[config.mk]
export PLATFORM = sky130hd
export DESIGN_NAME = pipelined_add_sub_flat
export DESIGN_NICKNAME = d
export VERILOG_FILES = /design/src/rtl/pipelined_add_sub_pkg.sv /design/src/rtl/pipelined_add_sub_if.sv /design/src/rtl/pipelined_add_sub_slice.sv /design/src/rtl/pipelined_add_sub.sv /design/src/flat_wrapper.sv
export SDC_FILE = /design/constraint.sdc
export NUM_CORES = 1
export LEC_CHECK = 0
export CAP_MARGIN = 10
export CORE_MARGIN = 2
export CORE_UTILIZATION = 52
export DETAILED_ROUTE_END_ITERATION = 6
export PLACE_DENSITY = 0.76
export SYNTH_ARGS = -nofsm -noshare
export SYNTH_HDL_FRONTEND = slang
export SYNTH_SLANG_ARGS = --single-unit
[constraint.sdc]
create_clock -name clk -period 5.4 [get_ports clk]
set_input_delay 1.35 -clock clk [delete_from_list [all_inputs] [get_ports clk]]
set_output_delay 1.35 -clock clk [all_outputs]
set_load 0.02 [all_outputs]
[src/rtl/pipelined_add_sub_pkg.sv]
// Shared constants for the pipelined adder/subtractor.
package adder_pkg;
  localparam int   DEFAULT_WIDTH  = 32;
  localparam int   DEFAULT_STAGES = 4;
  localparam logic OP_ADD         = 1'b0;
  localparam logic OP_SUB         = 1'b1;
endpackage

[src/rtl/pipelined_add_sub_if.sv]
// Operand/result stream of the pipelined adder: valid/ready in, valid/ready out.
interface pipelined_add_sub_if
  import adder_pkg::*;
#(
  parameter int WIDTH = DEFAULT_WIDTH
) ();
  logic [WIDTH-1:0] a;
  logic [WIDTH-1:0] b;
  logic             cin;
  logic             sub;
  logic             in_valid;
  logic             in_ready;
  logic [WIDTH-1:0] sum;
  logic             cout;
  logic             ovf;
  logic             zero;
  logic             out_valid;
  logic             out_ready;

  modport master (
    output a, b, cin, sub, in_valid, out_ready,
    input  in_ready, sum, cout, ovf, zero, out_valid
  );

  modport slave (
    input  a, b, cin, sub, in_valid, out_ready,
    output in_ready, sum, cout, ovf, zero, out_valid
  );
endinterface

[src/rtl/pipelined_add_sub_slice.sv]
// One CHUNK-bit ripple slice; msb_cin is the carry into the slice's top bit.
module add_slice #(
  parameter int CHUNK = 8
) (
  input  logic [CHUNK-1:0] a,
  input  logic [CHUNK-1:0] b,
  input  logic             cin,
  output logic [CHUNK-1:0] sum,
  output logic             cout,
  output logic             msb_cin
);
  logic [CHUNK:0] total;

  assign total   = {1'b0, a} + {1'b0, b} + {{CHUNK{1'b0}}, cin};
  assign sum     = total[CHUNK-1:0];
  assign cout    = total[CHUNK];
  // a ^ b ^ sum at a bit position recovers the carry that entered it
  assign msb_cin = a[CHUNK-1] ^ b[CHUNK-1] ^ total[CHUNK-1];
endmodule

[src/rtl/pipelined_add_sub.sv]
// Carry-pipelined add/sub: one CHUNK slice per stage, operands skewed up, results deskewed.
module pipelined_add_sub
  import adder_pkg::*;
#(
  parameter int WIDTH  = DEFAULT_WIDTH,
  parameter int STAGES = DEFAULT_STAGES
) (
  input logic                clk,
  input logic                rst,
  pipelined_add_sub_if.slave io
);
  localparam int SAFE_STAGES = (STAGES < 1) ? 1 : STAGES;
  localparam int CHUNK       = WIDTH / SAFE_STAGES;

  if (STAGES < 1 || (WIDTH % SAFE_STAGES) != 0) begin : g_bad_params
    $fatal(1, "pipelined_add_sub: STAGES must be >= 1 and divide WIDTH");
  end

  logic             advance;
  logic             out_valid;
  logic [WIDTH-1:0] b_eff;

  assign b_eff       = (io.sub == OP_SUB) ? ~io.b : io.b;
  assign advance     = !out_valid || io.out_ready;
  assign io.in_ready = advance || rst;

  for (genvar gi = 0; gi < STAGES; gi++) begin : g_stage
    localparam int DONE = (gi + 1) * CHUNK;

    logic [CHUNK-1:0] op_a;
    logic [CHUNK-1:0] op_b;
    logic [CHUNK-1:0] slice_sum;
    logic             carry_in;
    logic             valid_in;
    logic             slice_cout;
    logic             slice_msb_cin;
    logic [DONE-1:0]  sum_next;
    logic [DONE-1:0]  sum_reg;
    logic             carry_reg;
    logic             valid_reg;

    if (gi == 0) begin : g_head
      assign op_a     = io.a[CHUNK-1:0];
      assign op_b     = b_eff[CHUNK-1:0];
      assign carry_in = io.cin ^ io.sub;
      assign valid_in = io.in_valid;
      assign sum_next = slice_sum;
    end else begin : g_body
      assign op_a     = g_stage[gi-1].g_skew.a_reg[CHUNK-1:0];
      assign op_b     = g_stage[gi-1].g_skew.b_reg[CHUNK-1:0];
      assign carry_in = g_stage[gi-1].carry_reg;
      assign valid_in = g_stage[gi-1].valid_reg;
      assign sum_next = {slice_sum, g_stage[gi-1].sum_reg};
    end

    add_slice #(.CHUNK(CHUNK)) u_slice (
      .a       (op_a),
      .b       (op_b),
      .cin     (carry_in),
      .sum     (slice_sum),
      .cout    (slice_cout),
      .msb_cin (slice_msb_cin)
    );

    always_ff @(posedge clk) begin
      if (rst) begin
        sum_reg   <= '0;
        carry_reg <= 1'b0;
        valid_reg <= 1'b0;
      end else if (advance) begin
        sum_reg   <= sum_next;
        carry_reg <= slice_cout;
        valid_reg <= valid_in;
      end
    end

    // Operand bits not yet consumed ride along until their slice's stage
    if (gi < STAGES - 1) begin : g_skew
      localparam int REM = WIDTH - DONE;

      logic [REM-1:0] a_next;
      logic [REM-1:0] b_next;
      logic [REM-1:0] a_reg;
      logic [REM-1:0] b_reg;

      if (gi == 0) begin : g_src_in
        assign a_next = io.a[WIDTH-1:CHUNK];
        assign b_next = b_eff[WIDTH-1:CHUNK];
      end else begin : g_src_prev
        assign a_next = g_stage[gi-1].g_skew.a_reg[REM+CHUNK-1:CHUNK];
        assign b_next = g_stage[gi-1].g_skew.b_reg[REM+CHUNK-1:CHUNK];
      end

      always_ff @(posedge clk) begin
        if (rst) begin
          a_reg <= '0;
          b_reg <= '0;
        end else if (advance) begin
          a_reg <= a_next;
          b_reg <= b_next;
        end
      end
    end

    if (gi == STAGES - 1) begin : g_tail
      logic ovf_reg;
      logic zero_reg;

      always_ff @(posedge clk) begin
        if (rst) begin
          ovf_reg  <= 1'b0;
          zero_reg <= 1'b0;
        end else if (advance) begin
          ovf_reg  <= slice_cout ^ slice_msb_cin;
          zero_reg <= (sum_next == '0);
        end
      end
    end
  end

  assign out_valid    = g_stage[STAGES-1].valid_reg;
  assign io.out_valid = out_valid;
  assign io.sum       = g_stage[STAGES-1].sum_reg;
  assign io.cout      = g_stage[STAGES-1].carry_reg;
  assign io.ovf       = g_stage[STAGES-1].g_tail.ovf_reg;
  assign io.zero      = g_stage[STAGES-1].g_tail.zero_reg;
endmodule
[src/flat_wrapper.sv]
// flat-port wrapper written by rule: the top's interface ports become plain ports
module pipelined_add_sub_flat import adder_pkg::*;
#(
  parameter int WIDTH  = DEFAULT_WIDTH,
  parameter int STAGES = DEFAULT_STAGES
)
  (clk, rst, io_a, io_b, io_cin, io_sub, io_in_valid, io_out_ready, io_in_ready, io_sum, io_cout, io_ovf, io_zero, io_out_valid);
  pipelined_add_sub_if #(.WIDTH(WIDTH)) io_i ();
  input logic clk;
  input logic rst;
  input wire logic [$bits(io_i.a)-1:0] io_a;
  input wire logic [$bits(io_i.b)-1:0] io_b;
  input wire logic [$bits(io_i.cin)-1:0] io_cin;
  input wire logic [$bits(io_i.sub)-1:0] io_sub;
  input wire logic [$bits(io_i.in_valid)-1:0] io_in_valid;
  input wire logic [$bits(io_i.out_ready)-1:0] io_out_ready;
  output wire logic [$bits(io_i.in_ready)-1:0] io_in_ready;
  output wire logic [$bits(io_i.sum)-1:0] io_sum;
  output wire logic [$bits(io_i.cout)-1:0] io_cout;
  output wire logic [$bits(io_i.ovf)-1:0] io_ovf;
  output wire logic [$bits(io_i.zero)-1:0] io_zero;
  output wire logic [$bits(io_i.out_valid)-1:0] io_out_valid;
  assign io_i.a = io_a;
  assign io_i.b = io_b;
  assign io_i.cin = io_cin;
  assign io_i.sub = io_sub;
  assign io_i.in_valid = io_in_valid;
  assign io_i.out_ready = io_out_ready;
  assign io_in_ready = io_i.in_ready;
  assign io_sum = io_i.sum;
  assign io_cout = io_i.cout;
  assign io_ovf = io_i.ovf;
  assign io_zero = io_i.zero;
  assign io_out_valid = io_i.out_valid;
  pipelined_add_sub #(.WIDTH(WIDTH), .STAGES(STAGES)) u_core (.clk(clk), .rst(rst), .io(io_i));
endmodule
### Word level (Yosys, flattened, before mapping)

Cells that the tools add are included.

| cells by class | value |
|---|---|
| bitwise operators | 5 |
| add/sub/neg operators | 8 |
| reductions and logical operators | 4 |
| multiplexer cells | 1 |

Operators by type and width:

| operator | count |
|---|---|
| $add A8 B8 Y9 | 4 |
| $add A9 B1 Y9 | 4 |
| $logic_not A32 Y1 | 1 |
| $mux W32 | 1 |
| $not A32 Y32 | 1 |
| $xor A1 B1 Y1 | 4 |
| $logic_or A1 B1 Y1 | 2 |
| $logic_not A1 Y1 | 1 |

| storage, ports and cells | value |
|---|---|
| register bits | 186 |
| bits of input ports | 70 |

### Depth between registers and ports, before layout

| logic depth | value |
|---|---|
| depth after elaboration | 4 |
| mapped depth | 11 |
| depth with buffers taken out | 10 |

### Modules after synthesis

Synthesis repeated with hierarchy kept, for this count alone.

| unflattened totals | value |
|---|---|
| cells, all modules | 1,004 |
| area, all modules | 8,160.3 sq um |

Modules (own cells, without submodules):

| module | area each (sq um) | times used | cells an instance | sequential area each (sq um) |
|---|---|---|---|---|
| pipelined_add_sub | 6,741.5 | 1 | 832 | 3,723.6 |
| add_slice at u_core.g_stage[2].u_slice ... | 364.1 | 2 | 43 | 0.0 |
| add_slice at u_core.g_stage[0].u_slice ... | 345.3 | 2 | 43 | 0.0 |

### Least setup slack after synthesis

Ideal clock, no wire load.

| timing | value |
|---|---|
| path kind | input to register |
| start | input port io_sub |
| end | register u_core.g_stage[0].carry_reg |
| stages on the path | 11 |
| data arrival time | 3.585 ns |
| buffers on the path | 2 |
| path slack | 1.682 ns |
| cell sequence | clkbuf_1 > buf_2 > xor2_1 > fa_1 > fa_1 > a21o_1 > a21o_1 > nand2_1 > nand2_1 > a311oi_1 > a211oi_1 |

| on the way | value |
|---|---|
| longest elaborated chain between the ends | 3 |
| elaborated cells between the ends (all ways) | 4 |
| classes of those cells | 2 x add/sub; 1 x mux; 1 x bitwise |

RTL lines:

| element | line | text |
|---|---|---|
| start, declared | flat_wrapper.sv:14 | `input wire logic [$bits(io_i.sub)-1:0] io_sub;` |
| $mux W32 | pipelined_add_sub.sv:23 | `assign b_eff = (io.sub == OP_SUB) ? ~io.b : io.b;` |
| $add A8 B8 Y9 | pipelined_add_sub_slice.sv:14 | `assign total = {1'b0, a} + {1'b0, b} + {{CHUNK{1'b0}}, cin};` |
| $add A9 B1 Y9 * | pipelined_add_sub_slice.sv:14 |  |
| end signal, assigned | pipelined_add_sub.sv:72 | `carry_reg <= slice_cout;` |
| end, declared | pipelined_add_sub.sv:39 | `logic carry_reg;` |

Every way passes the cells marked *; elsewhere a longest branch is shown, timed or not.
A chain may end at the register's enable or synchronous reset.

### Final worst setup path

| timing | value |
|---|---|
| start | input port io_out_ready |
| end | output port io_in_ready |

| on the way | value |
|---|---|
| longest elaborated chain between the ends | 2 |

RTL lines:

| element | line | text |
|---|---|---|
| start, declared | flat_wrapper.sv:16 | `input wire logic [$bits(io_i.out_ready)-1:0] io_out_ready;` |
| $logic_or A1 B1 Y1 | pipelined_add_sub.sv:24 | `assign advance = !out_valid \|\| io.out_ready;` |
| $logic_or A1 B1 Y1 | pipelined_add_sub.sv:25 | `assign io.in_ready = advance \|\| rst;` |
| end, declared | flat_wrapper.sv:17 | `output wire logic [$bits(io_i.in_ready)-1:0] io_in_ready;` |

Every way passes these cells.

==> impl_metrics.tcl <==
set metrics [dict create \
    slew_viol_final 0 \
    drive_above_1_share_pct 3.92 \
    post-cts-setup-buffers 0 \
    hold_viol 0 \
    pwr-share-clk_pct 37.3 \
    setup_tns_ns 0 \
    routed_wirelength_um 16300 \
    p_sw_uw 735 \
    cts_tree "yes" \
    ys_top_cells_by_area "dfxtp_1 47%, nand2_1 14%, a21oi_1 9.5%" \
    synthArstFlopShare_pct 0 \
    htree_levels 4 \
    cp-start-kind "primary input" \
    final_cells 1235 \
    yosysWarnings 0 \
    io_pins 107 \
    die_h_um 127 \
    final_antenna_net_count 0 \
    synth_cell_type_count 42 \
    drt-pass1-iter-count 5 \
    max_clock_freq_mhz 250 \
    worst-endpoint-required_ns 4.05 \
    drv_cap 0 \
    power_density_mw_per_mm2 316 \
    synth_edf_count 0 \
    gp_routability_congestion 0.762 \
    cts_buffer_depth 2 \
    synth_fp_nets 1078 \
    ys_dominant_reg_cell "dfxtp_1" \
    reg2reg_from "u_core.g_stage[2].g_skew.b_reg[0]" \
    hold_class "reg -> reg" \
    drt_iter0_drc 632 \
    ctsHoldBuffers 0 \
    setup_viol 0 \
    crit_type "in -> out" \
    max-slew-margin-rel_pct 30.4 \
    drc 0 \
    initial_core_util_pct 52.7 \
    worstPathArrival_ns 2.64 \
    cts_sinks 186 \
    ff2ff_setup_slack_ns 2.65 \
    grt_usage_pct 21.0 \
    layout_commonest_cell "nand2_1" \
    yosysTopAreaCellShare_pct 47.0 \
    final_core_util_pct 63.6 \
    synth-seq-cells 186 \
    syn-cell-area_mm2 0.00792 \
    vias 6522 \
    routedWlPerCell_um 13.2 \
    end_kind "primary output" \
    whs_endpoint "u_core.io.sum[16]" \
    hold_path.startpoint "u_core.io.sum[16]" \
    dpl.hpwl_um 10700 \
    period_minus_slack_ns 3.99 \
    r2r_cells 9 \
    grt_pass1_vias 5970 \
    clk_latency_ns 0.42 \
    crit_fanout 2 \
    p_leak_nw 3.72 \
    synth_area_leader_cell "dfxtp_1" \
    syn_avg_cell_area_um2 8.15 \
    dieArea_mm2 0.0162 \
    r2r_end "u_core.io.zero" \
    cts_buffers 17 \
    rows 45 \
    p_total_mw 3.02 \
    ir_worst_vdd_mv 0.237 \
    antenna_cells 0 \
    finalCritPeriodShare_pct 74.0 \
    port_buffers 106 \
    hold_slack_ns 0.449 \
    cts_root_buffer "clkbuf_16" \
    skew_ns 0.00566 \
    finalNetCount 1141 \
    seqPwrFrac_pct 50.3 \
    ys_seq_area_share_pct 47.0 \
    cts.repair.resized 0 \
    dp_cells 1204 \
    outcome "finished clean" \
    worstMarginPinSlew_ns 1.04 \
    p_int_mw 2.29 \
    p_sw_share_pct 24.3 \
    antenna_found_initial 0 \
    grt_setup_unrepaired "false" \
    vias_per_cell 5.28 \
    whs_path_depth 2 \
    final_cell_mix "286 x nand2_1, 186 x dfxtp_1, 151 x a21oi_1" \
    grt_pass1_wl_um 28000 \
    comb_power_share_pct 12.4 \
    clk_pin_slew_ns 0.06 \
    area_delta_synth_final_pct 20.7 \
    grt_max_degree 209 \
    syn-instance-count 972 \
    grt_remaining_overflow 0 \
    core-area_mm2 0.0150 \
    die_w_um 127 \
]
## worst max-delay path: stages
cell,delay (ns)
clkdlybuf4s50_1,0.53
nor2b_4,0.05
nand2b_1,0.10
clkdlybuf4s50_1,0.61
## per-stage QoR
step	setup WS [ns]	cell area (um^2)
2_1_floorplan	1.68	7920
3_3_place_gp	1.42	9030
3_5_place_dp	1.42	9030
4_1_cts	1.41	9560
5_1_grt	1.35	9560
6_report	1.41	9560
## synthesized netlist by cell type (all sizes together), types with 9 or more instances
cell type / count
a211oi: 34
a21oi: 151
buf: 9
clkbuf: 59
dfxtp: 186
ha: 28
inv: 14
nand2: 286
nor2: 53
nor3: 11
o21ai: 9
xnor2: 33
xor2: 18
## cell type report
class                   count  area [um^2]
clock buffers              26          499
clock inverters             5         37.5
fillers                  1277         5470
inverters                  14         52.6
multi-input cells         704         3900
flip-flops and latches    186         3720
well taps                 188          235
repair buffers            112         1110
## worst max path at each step
stage                     cells past startpoint         start                           to  slack [ns]
after floorplan                              11        io_sub  u_core.g_stage[0].carry_reg        1.68
after global placement                        4  io_out_ready                  io_in_ready        1.42
after detailed placement                      4  io_out_ready                  io_in_ready        1.42
after CTS                                     4  io_out_ready                  io_in_ready        1.41
after global routing                          4  io_out_ready                  io_in_ready        1.35
final                                         4  io_out_ready                  io_in_ready        1.41
## metal layers
metal  global-route usage [%]  share of wire, %  vias to the layer above
met1                     30.2                49                     2980
met5                        0                 0                        -
met4                     6.08               1.2                        0
met3                     4.36               4.9                       17
met2                     31.8                45                      151
li1                         -                 -                     3374
## cell families (layout without fill, tap and decap cells)
group,count (synthesis),count (layout),share of synthesized area [%]
buffers and inverters,82,157,3.93
adders and majority gates,36,36,6.45
muxes,1,1,0.126
xor gates and xnor gates,51,51,5.64
DFF,186,186,47.0
and+or+nand+nor,397,397,20.9
AOI/OAI and AO/OA,219,219,15.9
## power by group through the flow
stage               combinational, mW  clock, mW  sequential [mW]
global route                    0.421       1.20             1.53
finish                          0.375       1.13             1.52
CTS                             0.378       1.15             1.52
global placement                0.367          0             1.55
floorplan                       0.236          0             1.55
detailed placement              0.374          0             1.55
(Power assumes the default switching activity.)
